[src/rtl/spi_reg_ctrl.sv]
// SPI byte-stream to register-bus sequencer: a command byte (rw flag + start address)
// followed by an auto-incrementing burst of register reads or writes.
module spi_reg_ctrl #(
    parameter int          ADDR_W     = 7,
    parameter logic [7:0]  FW_VERSION = 8'hC2
) (
    input  logic              clk_core,
    input  logic              reset,
    input  logic              transaction_begin,
    input  logic              rx_byte_available,
    input  logic [7:0]        rx_byte,
    output logic [7:0]        tx_byte,
    output logic [ADDR_W-1:0] reg_addr,
    output logic [7:0]        reg_wdata,
    output logic              reg_wr,
    output logic              reg_rd,
    input  logic [7:0]        reg_rdata,
    output logic              busy,
    output logic [7:0]        byte_count
);

    typedef enum logic [2:0] {
        S_IDLE   = 3'd0,
        S_CMD    = 3'd1,
        S_RFETCH = 3'd2,
        S_RWAIT  = 3'd3,
        S_RDATA  = 3'd4,
        S_WDATA  = 3'd5
    } state_t;

    state_t            state_q;
    logic [1:0]        hist_q;
    logic [ADDR_W-1:0] addr_q;
    logic [11:0]       tout_q;
    logic [7:0]        tx_byte_q;
    logic [ADDR_W-1:0] reg_addr_q;
    logic [7:0]        reg_wdata_q;
    logic              reg_wr_q;
    logic              reg_rd_q;
    logic              busy_q;
    logic [7:0]        byte_count_q;

    logic              evt_d;
    logic [ADDR_W-1:0] addr_d;
    logic [ADDR_W-1:0] cmd_addr_d;
    logic [7:0]        count_d;

    // Byte event, next burst address and saturating byte count
    always_comb begin
        evt_d      = (hist_q == 2'b01);
        addr_d     = addr_q + ADDR_W'(1'b1);
        cmd_addr_d = ADDR_W'(rx_byte[6:0]);
        if (byte_count_q == 8'hFF) begin
            count_d = 8'hFF;
        end else begin
            count_d = byte_count_q + 8'd1;
        end
    end

    // Transaction FSM; strobes default low so each lasts exactly one cycle
    always_ff @(posedge clk_core) begin
        if (reset) begin
            state_q      <= S_IDLE;
            hist_q       <= 2'b00;
            addr_q       <= '0;
            tout_q       <= 12'd0;
            tx_byte_q    <= 8'h00;
            reg_addr_q   <= '0;
            reg_wdata_q  <= 8'h00;
            reg_wr_q     <= 1'b0;
            reg_rd_q     <= 1'b0;
            busy_q       <= 1'b0;
            byte_count_q <= 8'h00;
        end else begin
            hist_q   <= {hist_q[0], rx_byte_available};
            reg_wr_q <= 1'b0;
            reg_rd_q <= 1'b0;
            if (transaction_begin) begin
                state_q      <= S_CMD;
                tx_byte_q    <= 8'h00;
                byte_count_q <= 8'h00;
                busy_q       <= 1'b1;
                tout_q       <= 12'd0;
            end else if ((state_q != S_IDLE) && !evt_d && (tout_q == 12'hFFF)) begin
                state_q <= S_IDLE;
                busy_q  <= 1'b0;
                tout_q  <= 12'd0;
            end else begin
                if ((state_q == S_IDLE) || evt_d) begin
                    tout_q <= 12'd0;
                end else begin
                    tout_q <= tout_q + 12'd1;
                end
                case (state_q)
                    S_IDLE: begin
                        state_q <= S_IDLE;
                    end
                    S_CMD: begin
                        if (evt_d) begin
                            addr_q <= cmd_addr_d;
                            if (rx_byte[7]) begin
                                state_q <= S_WDATA;
                            end else if (cmd_addr_d == '0) begin
                                tx_byte_q <= FW_VERSION;
                                state_q   <= S_RDATA;
                            end else begin
                                reg_rd_q   <= 1'b1;
                                reg_addr_q <= cmd_addr_d;
                                state_q    <= S_RFETCH;
                            end
                        end else begin
                            state_q <= S_CMD;
                        end
                    end
                    S_RFETCH: begin
                        state_q <= S_RWAIT;
                    end
                    S_RWAIT: begin
                        tx_byte_q <= reg_rdata;
                        state_q   <= S_RDATA;
                    end
                    S_RDATA: begin
                        if (evt_d) begin
                            addr_q       <= addr_d;
                            byte_count_q <= count_d;
                            // Address 0 is served locally, never fetched from the bus
                            if (addr_d == '0) begin
                                tx_byte_q <= FW_VERSION;
                                state_q   <= S_RDATA;
                            end else begin
                                reg_rd_q   <= 1'b1;
                                reg_addr_q <= addr_d;
                                state_q    <= S_RFETCH;
                            end
                        end else begin
                            state_q <= S_RDATA;
                        end
                    end
                    S_WDATA: begin
                        if (evt_d) begin
                            addr_q       <= addr_d;
                            byte_count_q <= count_d;
                            if (addr_q != '0) begin
                                reg_wr_q    <= 1'b1;
                                reg_addr_q  <= addr_q;
                                reg_wdata_q <= rx_byte;
                            end else begin
                                reg_wr_q <= 1'b0;
                            end
                        end else begin
                            state_q <= S_WDATA;
                        end
                    end
                    default: begin
                        state_q <= S_IDLE;
                        busy_q  <= 1'b0;
                    end
                endcase
            end
        end
    end

    assign tx_byte    = tx_byte_q;
    assign reg_addr   = reg_addr_q;
    assign reg_wdata  = reg_wdata_q;
    assign reg_wr     = reg_wr_q;
    assign reg_rd     = reg_rd_q;
    assign busy       = busy_q;
    assign byte_count = byte_count_q;

endmodule

[config.mk]
export PLATFORM = sky130hd
export DESIGN_NAME = spi_reg_ctrl
export DESIGN_NICKNAME = d
export VERILOG_FILES = /design/src/rtl/spi_reg_ctrl.sv
export SDC_FILE = /design/constraint.sdc
export NUM_CORES = 1
export LEC_CHECK = 0
export CAP_MARGIN = 0
export CELL_PAD_IN_SITES_DETAIL_PLACEMENT = 0
export CELL_PAD_IN_SITES_GLOBAL_PLACEMENT = 1
export CORE_ASPECT_RATIO = 0.75
export CORE_MARGIN = 2
export CORE_UTILIZATION = 40
export CTS_BUF_LIST = sky130_fd_sc_hd__clkbuf_4 sky130_fd_sc_hd__clkbuf_8
export DETAILED_ROUTE_END_ITERATION = 16
export GPL_TIMING_DRIVEN = 0
export PLACE_DENSITY_LB_ADDON = 0.08
export SYNTH_ARGS = -nofsm -noshare
export SYNTH_HDL_FRONTEND = slang
export SYNTH_SLANG_ARGS = --single-unit
[constraint.sdc]
create_clock -name clk_core -period 3.5 [get_ports clk_core]
set_input_delay 0.7 -clock clk_core [delete_from_list [all_inputs] [get_ports clk_core]]
set_output_delay 0.7 -clock clk_core [all_outputs]
set_load 0.02 [all_outputs]
# [Word-level counts from Yosys, hierarchy flattened]
# Index checks and enable logic that the tools add are counted.
[word_totals] ff_bits=58 out_inout_bits=34 wordCells=100
[classes] add_sub_neg=3 eq_ne=21 muxes=37 n_bitwise=4 n_reduce_logical=23
[op_table] operator="$mux W7" n=9
[op_table] operator="$mux W8" n=6
[op_table] operator="$pmux W8 S3" n=1
[op_table] operator="$pmux W7 S3" n=1
[op_table] operator="$ne A2 B2 Y1 const B" n=10
[op_table] operator="$mux W3" n=6
[op_table] operator="$pmux W3 S5" n=1
[op_table] operator="$logic_not A7 Y1" n=2
[op_table] operator="$pmux W7 S2" n=1
[op_table] operator="$add A12 B1 Y12 const B" n=1
[op_table] operator="$eq A12 B12 Y1 const B" n=1
[op_table] operator="$mux W1" n=11
[op_table] operator="$reduce_and A10 Y1" n=1
[op_table] operator="$reduce_and A5 Y1" n=2
[op_table] operator="$reduce_bool A3 Y1" n=3
[op_table] operator="$add A8 B1 Y8 const B" n=1
[op_table] operator="$eq A8 B8 Y1 const B" n=1
[op_table] operator="$add A7 B1 Y7 const B" n=1
[op_table] operator="$reduce_and A7 Y1" n=1
[op_table] operator="$reduce_bool A7 Y1" n=1
[op_table] operator="$eq A3 B2 Y1 const B" n=2
[op_table] operator="$eq A3 B3 Y1 const B" n=2
[op_table] operator="$reduce_or A6 Y1" n=1
[op_table] operator="$reduce_or A5 Y1" n=1
[op_table] operator="16 further kinds" n=21

# [Longest topological paths before layout]
# Gate-level depths: netlist (run 1).
[logic_depth] ltp_word=7 ltp_mapped=9 depth_no_buf=7

# [Least setup slack after synthesis (run 1)]
# No wires, ideal clock.
[synth_timing] kind="reg2reg" startpoint="register addr_q[0]" endpoint="register tx_byte_q[0] (netlist: tx_byte[0])" setup_ps=72 arrival_ps=2474 slack_ps=954 path_stages_with_launch=8 cell_sequence="dfxtp_1 -> ha_1 -> buf_2 -> xor2_1 -> or3_1 -> a221o_1 -> a2111oi_4 -> mux2i_1"
[synth_between] elab_chain_cells=4
[synth_rtl] item="start, declared" line_no="33" text="logic [ADDR_W-1:0] addr_q;"
[synth_rtl] item="start signal, assigned" line_no="100" text="addr_q <= cmd_addr_d;"
[synth_rtl] item="start signal, assigned" line_no="124" text="addr_q <= addr_d;"
[synth_rtl] item="start signal, assigned" line_no="141" text="addr_q <= addr_d;"
[synth_rtl] item="$add A7 B1 Y7" line_no="51" text="addr_d = addr_q + ADDR_W'(1'b1);"
[synth_rtl] item="$logic_not A7 Y1" line_no="127" text="if (addr_d == '0) begin"
[synth_rtl] item="$ne A2 B2 Y1 (no source line)"
[synth_rtl] item="$reduce_and A7 Y1 (no source line)"
[synth_rtl] item="end signal, assigned" line_no="119" text="tx_byte_q <= reg_rdata;"
[synth_rtl] item="end, declared" line_no="35" text="logic [7:0] tx_byte_q;"
# No other way between the ends.
# A chain may end at the register's enable or synchronous reset.

# [Worst setup path after layout (run 1)]
[layout_timing] startpoint="register state_q[2]" endpoint="register addr_q[5]"
[layout_between] elab_chain_cells=5 word_cells_on_any_way=13
[layout_rtl] item="start, declared" line_no="31" text="state_t state_q;"
[layout_rtl] item="start signal, assigned" line_no="63" text="state_q <= S_IDLE;"
[layout_rtl] item="start signal, assigned" line_no="79" text="state_q <= S_CMD;"
[layout_rtl] item="start signal, assigned" line_no="85" text="state_q <= S_IDLE;"
[layout_rtl] item="parallel branches: the longest is 5 deep, another holds $reduce_and A5 Y1"
# Parallel ways; which one is timed is not known.

==> reports/results.txt, run 1 <==
run status: finished, final reports clean
Clock Latency Late Sink: 0.35 ns
full die area: 8140 um^2
H-Tree Depth: 3
Cells after Synth: 354
busiest layer in global routing: met2
initial detailed-routing violation count: 132
first-pass GRT wire length: 12300 um
Most common cell on crit path: clkbuf_1
TritonCTS clock tree: done
Cell Pwr Density: 374 nW/um^2
setup ws final: 0.617 ns
via-per-instance ratio: 5.26
Die Ht: 78.6 um
critical path, cell by cell: clkbuf_1 > or3b_2 > clkbuf_1 > a211oi_1 > clkbuf_1 > nand2_1 > a22oi_1 > nor2_1
Synth warnings: 0
post-synth top area share: 39.1%
grt ovf: 0
family with the most delay on the worst path: buffers and inverters
initial core utilization: 40.9%
fin. max-slew vios: 0
largest net degree at the start of global routing: 11
Worst Path Buf+Inv: 3
final worst-path cycle share: 82.4%
final net count: 444
initial antenna violation count: 0
HP Class: reg2reg
simple-gate share of the synthesized area: 24.8%
Max VDD drop: 0.178 mV
Arr. time, crit path: 3.09 ns
met1 Usage GRT: 25.1%
clock root buffer: clkbuf_8
met3 Usage GRT: 4.82%
RSZ-0062 raised after global routing: no
CP Class: reg2reg
ANT nets after route: 0
clk_skew: 0.00677 ns
met2 Use GR: 30.3%
vias in the first global route: 2525
slew margin rel.: 48.7%
Worst Setup Start Kind: flip-flop
Max clock buf depth: 2
Final Wtd Congestion: 0.920
Via Count: 2751
fraction of registers with async set or reset after synthesis: 0%
GRT Resource Usage Total: 19.3%
critical path's largest stage delay: 0.66 ns
Worst-Margin Slew: 0.769 ns
DP HPWL: 5580 um
dominant cells by area after synthesis: dfxtp_1 (39%), mux2i_1 (5.4%), nor2_1 (5.2%), nand2_1 (4.4%), mux2_2 (3.4%)
Num CTS Buffers: 9
EDFF count, synth: 0
Synth Area in Compound Gates: 15.8%
die width: 104 um
crit-path max FO: 10
post-synthesis cell type count: 50
clk sinks: 58
largest area contributor in the netlist: dfxtp_1
pre-CTS setup slack: 0.462 ns
CP Capture Type: flip-flop
syn nets: 380
clock slew at reported path FFs: 0.06 ns
# resized after CTS: 0
core area: 7260 um^2
fraction of layout cells with a size suffix above 1: 8.77%
synthesized flop and latch total: 58
drt drc: 0
largest family of logic cells by synthesized area: simple AND/OR/NAND/NOR gates
Routed WL per cell: 14.7 um
f_max: 347 MHz
Post-synth top flop: dfxtp_1
n_diodes: 0
number of port buffers: 53
Total Wirelength: 7690 um
Cell Area, Synth: 2970 um^2
Post-Synth Adder-Cell Area: 2.53%
Mean Syn Cell Area: 8.39 um^2
setup TNS: 0 ns
sequential element share of the synthesized area: 39.1%
drt first pass iters: 5
Max Cap Viol: 0
I/O pin cnt: 54
required time worst endpoint: 3.70 ns
Final min period: 2.88 ns
LEAKAGE: 1.31 nW
multiplexer share of the synthesized area: 8.80%
CP max stage cell: a211oi_1
area added between synthesis and finish: 28.6%
Synth Area in XOR/XNOR: 4.72%
# setup viols final: 0
fill count: 699
final hold viol count: 0
hold_buf cts: 0
postcts setup bufs: 0
Rows: 27
-- cells in the mapped netlist (2+ instances only) --
master,instances
nor4_1,4
nand2b_1,5
or2_2,2
a221oi_1,2
or3_1,5
mux2_2,9
and3_1,5
a211oi_1,3
nor2b_1,15
a31oi_1,6
o31ai_1,4
nand4_1,5
buf_2,4
nor2_1,41
nand3_1,9
nand2_1,35
xnor2_1,8
o31a_1,2
ha_1,6
nor3_1,8
a21oi_1,20
o21ai_0,18
xor2_1,8
nand3b_1,2
a22oi_1,5
clkbuf_1,16
inv_1,11
and2_1,2
mux2i_1,16
dfxtp_1,58
-- cells in the final DEF, fill, tap and decap left out, types with 6 or more instances in the layout --
| cell type | count |
|---|---|
| nor3_1 | 8 |
| a31oi_1 | 6 |
| clkdlybuf4s50_1 | 53 |
| ha_1 | 6 |
| clkbuf_1 | 16 |
| o21ai_0 | 18 |
| inv_1 | 11 |
| clkbuf_8 | 10 |
| xnor2_1 | 8 |
| mux2_2 | 9 |
| a21oi_1 | 20 |
| nor2_1 | 41 |
| nor2b_1 | 15 |
| nand3_1 | 9 |
| mux2i_1 | 16 |
| nand2_1 | 35 |
| dfxtp_1 | 58 |
| xor2_1 | 8 |
-- final timing paths --
check	startpoint	to	slack, ns	cells after the start
worst max-delay path	state_q[2]$_SDFFE_PP0P_	addr_q[5]$_SDFFE_PP0P_	0.62	8
worst min register to register	tx_byte[0]$_SDFFE_PP0P_	tx_byte[0]$_SDFFE_PP0P_	0.46	2
worst min-delay path	tx_byte[0]$_SDFFE_PP0P_	tx_byte[0]$_SDFFE_PP0P_	0.46	2
worst max register to register	state_q[2]$_SDFFE_PP0P_	addr_q[5]$_SDFFE_PP0P_	0.62	8
-- state kept, by name, summed over array words and instances, names as in the netlist --
register and cells:
addr_q 7, busy 1, byte_count 8, hist_q 2, reg_addr 7, reg_rd 1
reg_wdata 8, reg_wr 1, state_q 3, tout_q 12, tx_byte 8
-- worst min-delay path, cell delays in order (launching register included) --
cell,delay (ns)
dfxtp_1,0.31
nand2_1,0.05
mux2i_1,0.05
-- cells by family (layout without fill, tap and decap cells) --
kind of cell	Yosys count	in the layout
DFF	58	58
buffers and inverters	32	100
muxes	25	25
adders and majority gates	6	6
xor gates and xnor gates	16	16
and+or+nand+nor	146	146
AOI/OAI and AO/OA	71	71
-- stage by stage --
stage / hold WS, ns / std cells / power (mW) / cell area [um^2] / utilization [%]
final: 0.460 / 523 / 1.43 / 3820 / 52.6
after global routing: 0.470 / 523 / 1.48 / 3820 / 52.6
after CTS: 0.462 / 523 / 1.44 / 3820 / 52.6
after detailed placement: 0.450 / 508 / 0.816 / 3630 / 50.0
after global placement: 0.443 / 508 / 0.817 / 3630 / 50.0
after floorplan: 0.430 / 354 / 0.758 / 2970 / -
-- report_power, final --
part	switching [mW]	internal, mW
Combinational	0.0681	0.0578
Clock	0.268	0.358
Sequential	0.00639	0.669
-- layout make-up --
class	count	area, um^2	share of cell area, %
Tap cell	101	126	3.31
Inverter	11	41.3	1.08
Timing Repair Buffer	53	531	13.9
Sequential cell	58	1160	30.4
Buffer	21	87.6	2.29
Clock buffer	12	153	3.99
Clock inverter	3	40.0	1.05
Multi-Input combinational cell	264	1680	44.0
-- metal layers --
layer / wire (um) / vias up / share of wire [%]
met4: 148 / 0 / 1.9
met3: 445 / 12 / 5.8
met2: 3260 / 81 / 42
met5: 0 / - / 0
li1: - / 1380 / -
met1: 3840 / 1278 / 50
Note: power is estimated with default switching activity, not from simulation.
==> run 2, diff against run 1 <==
--- a/config.mk
+++ b/config.mk
@@ -10,7 +10,7 @@
 export CELL_PAD_IN_SITES_GLOBAL_PLACEMENT = 1
 export CORE_ASPECT_RATIO = 0.75
 export CORE_MARGIN = 2
-export CORE_UTILIZATION = 40
+export CORE_UTILIZATION = 36
 export CTS_BUF_LIST = sky130_fd_sc_hd__clkbuf_4 sky130_fd_sc_hd__clkbuf_8
 export DETAILED_ROUTE_END_ITERATION = 16
 export GPL_TIMING_DRIVEN = 0
==> constraint.sdc (replaced) <==
create_clock -name clk_core -period 2.51 [get_ports clk_core]
set_input_delay 0.502 -clock clk_core [delete_from_list [all_inputs] [get_ports clk_core]]
set_output_delay 0.502 -clock clk_core [all_outputs]
set_load 0.02 [all_outputs]
==> run 2 against run 1 <==
Net effect: critical path depth decreased by 1; core utilization is 3.3 points lower; non-clock buffer count down 1; largest cell class unchanged; worst setup slack lost 0.53 ns; critical path type unchanged.
==> reports/results.txt, run 2 (synthesis gave the netlist of run 1 again) <==
Hold Worst Slack: 0.461 ns (+0.00127 ns)
core area: 7950 um^2 (+9.5%)
first-pass GRT wire length: 12900 um (+5.2%)
via-per-instance ratio: 5.21 (-0.90%)
H-Tree Depth: 3 (unchanged)
Finished Layout Cells: 527 (+0.76%)
largest net degree at the start of global routing: 11 (unchanged)
initial antenna violation count: 0 (unchanged)
crit-path max FO: 10 (unchanged)
LEAKAGE: 1.34 nW (+2.9%)
pre-CTS setup slack: -0.388 ns (-0.849 ns)
end of the critical path: reg_addr[5]$_SDFFE_PP0P_
critical path launch point: state_q[2]$_SDFFE_PP0P_
Worst-Margin Slew: 0.688 ns (-0.0813 ns)
final worst-path cycle share: 96.7% (+14 points)
HP Class: reg2reg
Num CTS Buffers: 9 (unchanged)
TritonCTS clock tree: done
CP Capture Type: flip-flop
max FFs per register: 12 (unchanged)
Final Cell Area: 3920 um^2 (+2.7%)
Routed WL per cell: 15.3 um (+4.2%)
fin util: 49.3% (-3.3 points)
I/O pin cnt: 54 (unchanged)
f_max: 412 MHz (+19%)
RSZ-0062 raised after global routing: yes
net switching power: 486 uW (+42%)
required time worst endpoint: 2.74 ns (-0.96 ns)
switching part of the total: 22.8% (-1.2 points)
CP Class: reg2reg
clock root buffer: clkbuf_8
Int Power: 1.64 mW (+51%)
drt drc: 0 (unchanged)
die width: 109 um (+5.2%)
clk_skew: 0.00813 ns (+0.00136 ns)
Reg with most FFs: tout_q
Seq pwr share: 44.2% (-3.1 points)
Via Count: 2747 (-0.15%)
clk sinks: 58 (unchanged)
final hold viol count: 0 (unchanged)
area added between synthesis and finish: 32.0%
drt first pass iters: 4 (-1)
DP HPWL: 5970 um (+6.9%)
Clock Power Share: 47.1% (+3.2 points)
Critical R2R Launch: state_q[2]$_SDFFE_PP0P_
final net count: 443 (-0.23%)
most common cell after layout, fill and taps aside: dfxtp_1
fraction of layout cells with a size suffix above 1: 11.6% (+2.8 points)
Final Wtd Congestion: 0.870 (-5.5%)
hold_buf cts: 0 (unchanged)
fin. max-slew vios: 0 (unchanged)
reg2reg end: reg_addr[5]$_SDFFE_PP0P_
Power Total: 2.13 mW (+49%)
Final min period: 2.43 ns (-0.456 ns)
Cell Pwr Density: 543 nW/um^2 (+45%)
cell count after placement: 512 (+0.79%)
reg2reg setup slack: 0.08 ns (-0.53 ns)
number of port buffers: 53 (unchanged)
r2r worst-path depth: 7 (-1)
ANT nets after route: 0 (unchanged)
initial detailed-routing violation count: 170 (+29%)
slew margin rel.: 53.7% (+5.0 points)
Max VDD drop: 0.446 mV (+150%)
most frequent cells in the layout: dfxtp_1 (56), clkdlybuf4s50_1 (53), nor2_1 (41)
Arr. time, crit path: 2.66 ns (-0.43 ns)
initial core utilization: 37.4% (-3.5 points)
grt ovf: 0 (unchanged)
Total Wirelength: 8070 um (+5.0%)
setup ws final: 0.0827 ns (-0.534 ns)
Max Cap Viol: 0 (unchanged)
Max clock buf depth: 2 (unchanged)
# setup viols final: 0 (unchanged)
Post-DP Area: 3630 um^2 (+0.14%)
vias in the first global route: 2454 (-2.8%)
run status: finished, final reports clean
fill count: 812 (+16%)
Die Ht: 82.7 um (+5.1%)
GRT Resource Usage Total: 19.0% (-0.22 points)
Comb pwr share: 8.7% (about the same)
n_diodes: 0 (unchanged)
full die area: 9000 um^2 (+11%)
Rows: 28 (+3.7%)
Clock Latency Late Sink: 0.34 ns (about the same)
clock slew at reported path FFs: 0.07 ns (about the same)
Worst Setup Start Kind: flip-flop
setup TNS: 0 ns (unchanged)
[run 2: what timing repair did]
item,in CTS,in global routing
resized for setup,8,12
endpoints found under the setup margin,22,22
setup buffers,1,0
pin swaps,3,3
[run 2: worst max-delay path, cell delays in order (launching register included)]
cell      delay [ns]
dfxtp_1         0.34
buf_2           0.19
or3b_4          0.45
a21oi_1         0.17
o311ai_1        0.14
nor4bb_2        0.44
buf_4           0.24
mux2_2          0.34
[run 2: power by group through the flow]
stage | Combinational [mW] | Clock (mW) | Sequential [mW]
floorplan | 0.0870 | 0 | 0.970
global placement | 0.178 | 0 | 0.962
detailed placement | 0.178 | 0 | 0.962
CTS | 0.185 | 1.03 | 0.941
global route | 0.199 | 1.07 | 0.943
finish | 0.185 | 1.00 | 0.941
[run 2: per-layer routing]
layer / GRT usage [%] / share of wire [%] / up-vias / routed length (um)
li1: - / - / 1373 / -
met1: 27.7 / 53 / 1311 / 4240
met2: 27.2 / 42 / 54 / 3370
met3: 4.95 / 4.6 / 9 / 370
met4: 5.77 / 1.1 / 0 / 85
met5: 0 / 0 / - / 0
[run 2: final cells by class]
type                    count  area [um^2]  area share, %
multi-input cells         264         1710           43.7
flip-flops and latches     58         1170           29.7
repair buffers             54          551           14.0
clock buffers              12          159           4.05
well taps                 105          131           3.35
plain buffers              19         87.6           2.23
clock inverters             4         73.8           1.88
inverters                  11         41.3           1.05
[run 2: worst min path at each step]
stage / slack (ns) / end / depth (start not counted) / from
floorplan: 0.43 / tout_q[0]$_SDFF_PP0_ / 1 / tout_q[0]$_SDFF_PP0_
global placement: 0.44 / tx_byte[4]$_SDFFE_PP0P_ / 2 / tx_byte[4]$_SDFFE_PP0P_
detailed placement: 0.45 / tx_byte[6]$_SDFFE_PP0P_ / 2 / tx_byte[6]$_SDFFE_PP0P_
CTS: 0.46 / tx_byte[3]$_SDFFE_PP0P_ / 2 / tx_byte[3]$_SDFFE_PP0P_
global route: 0.48 / tx_byte[1]$_SDFFE_PP0P_ / 2 / tx_byte[1]$_SDFFE_PP0P_
finish: 0.46 / tx_byte[3]$_SDFFE_PP0P_ / 2 / tx_byte[3]$_SDFFE_PP0P_
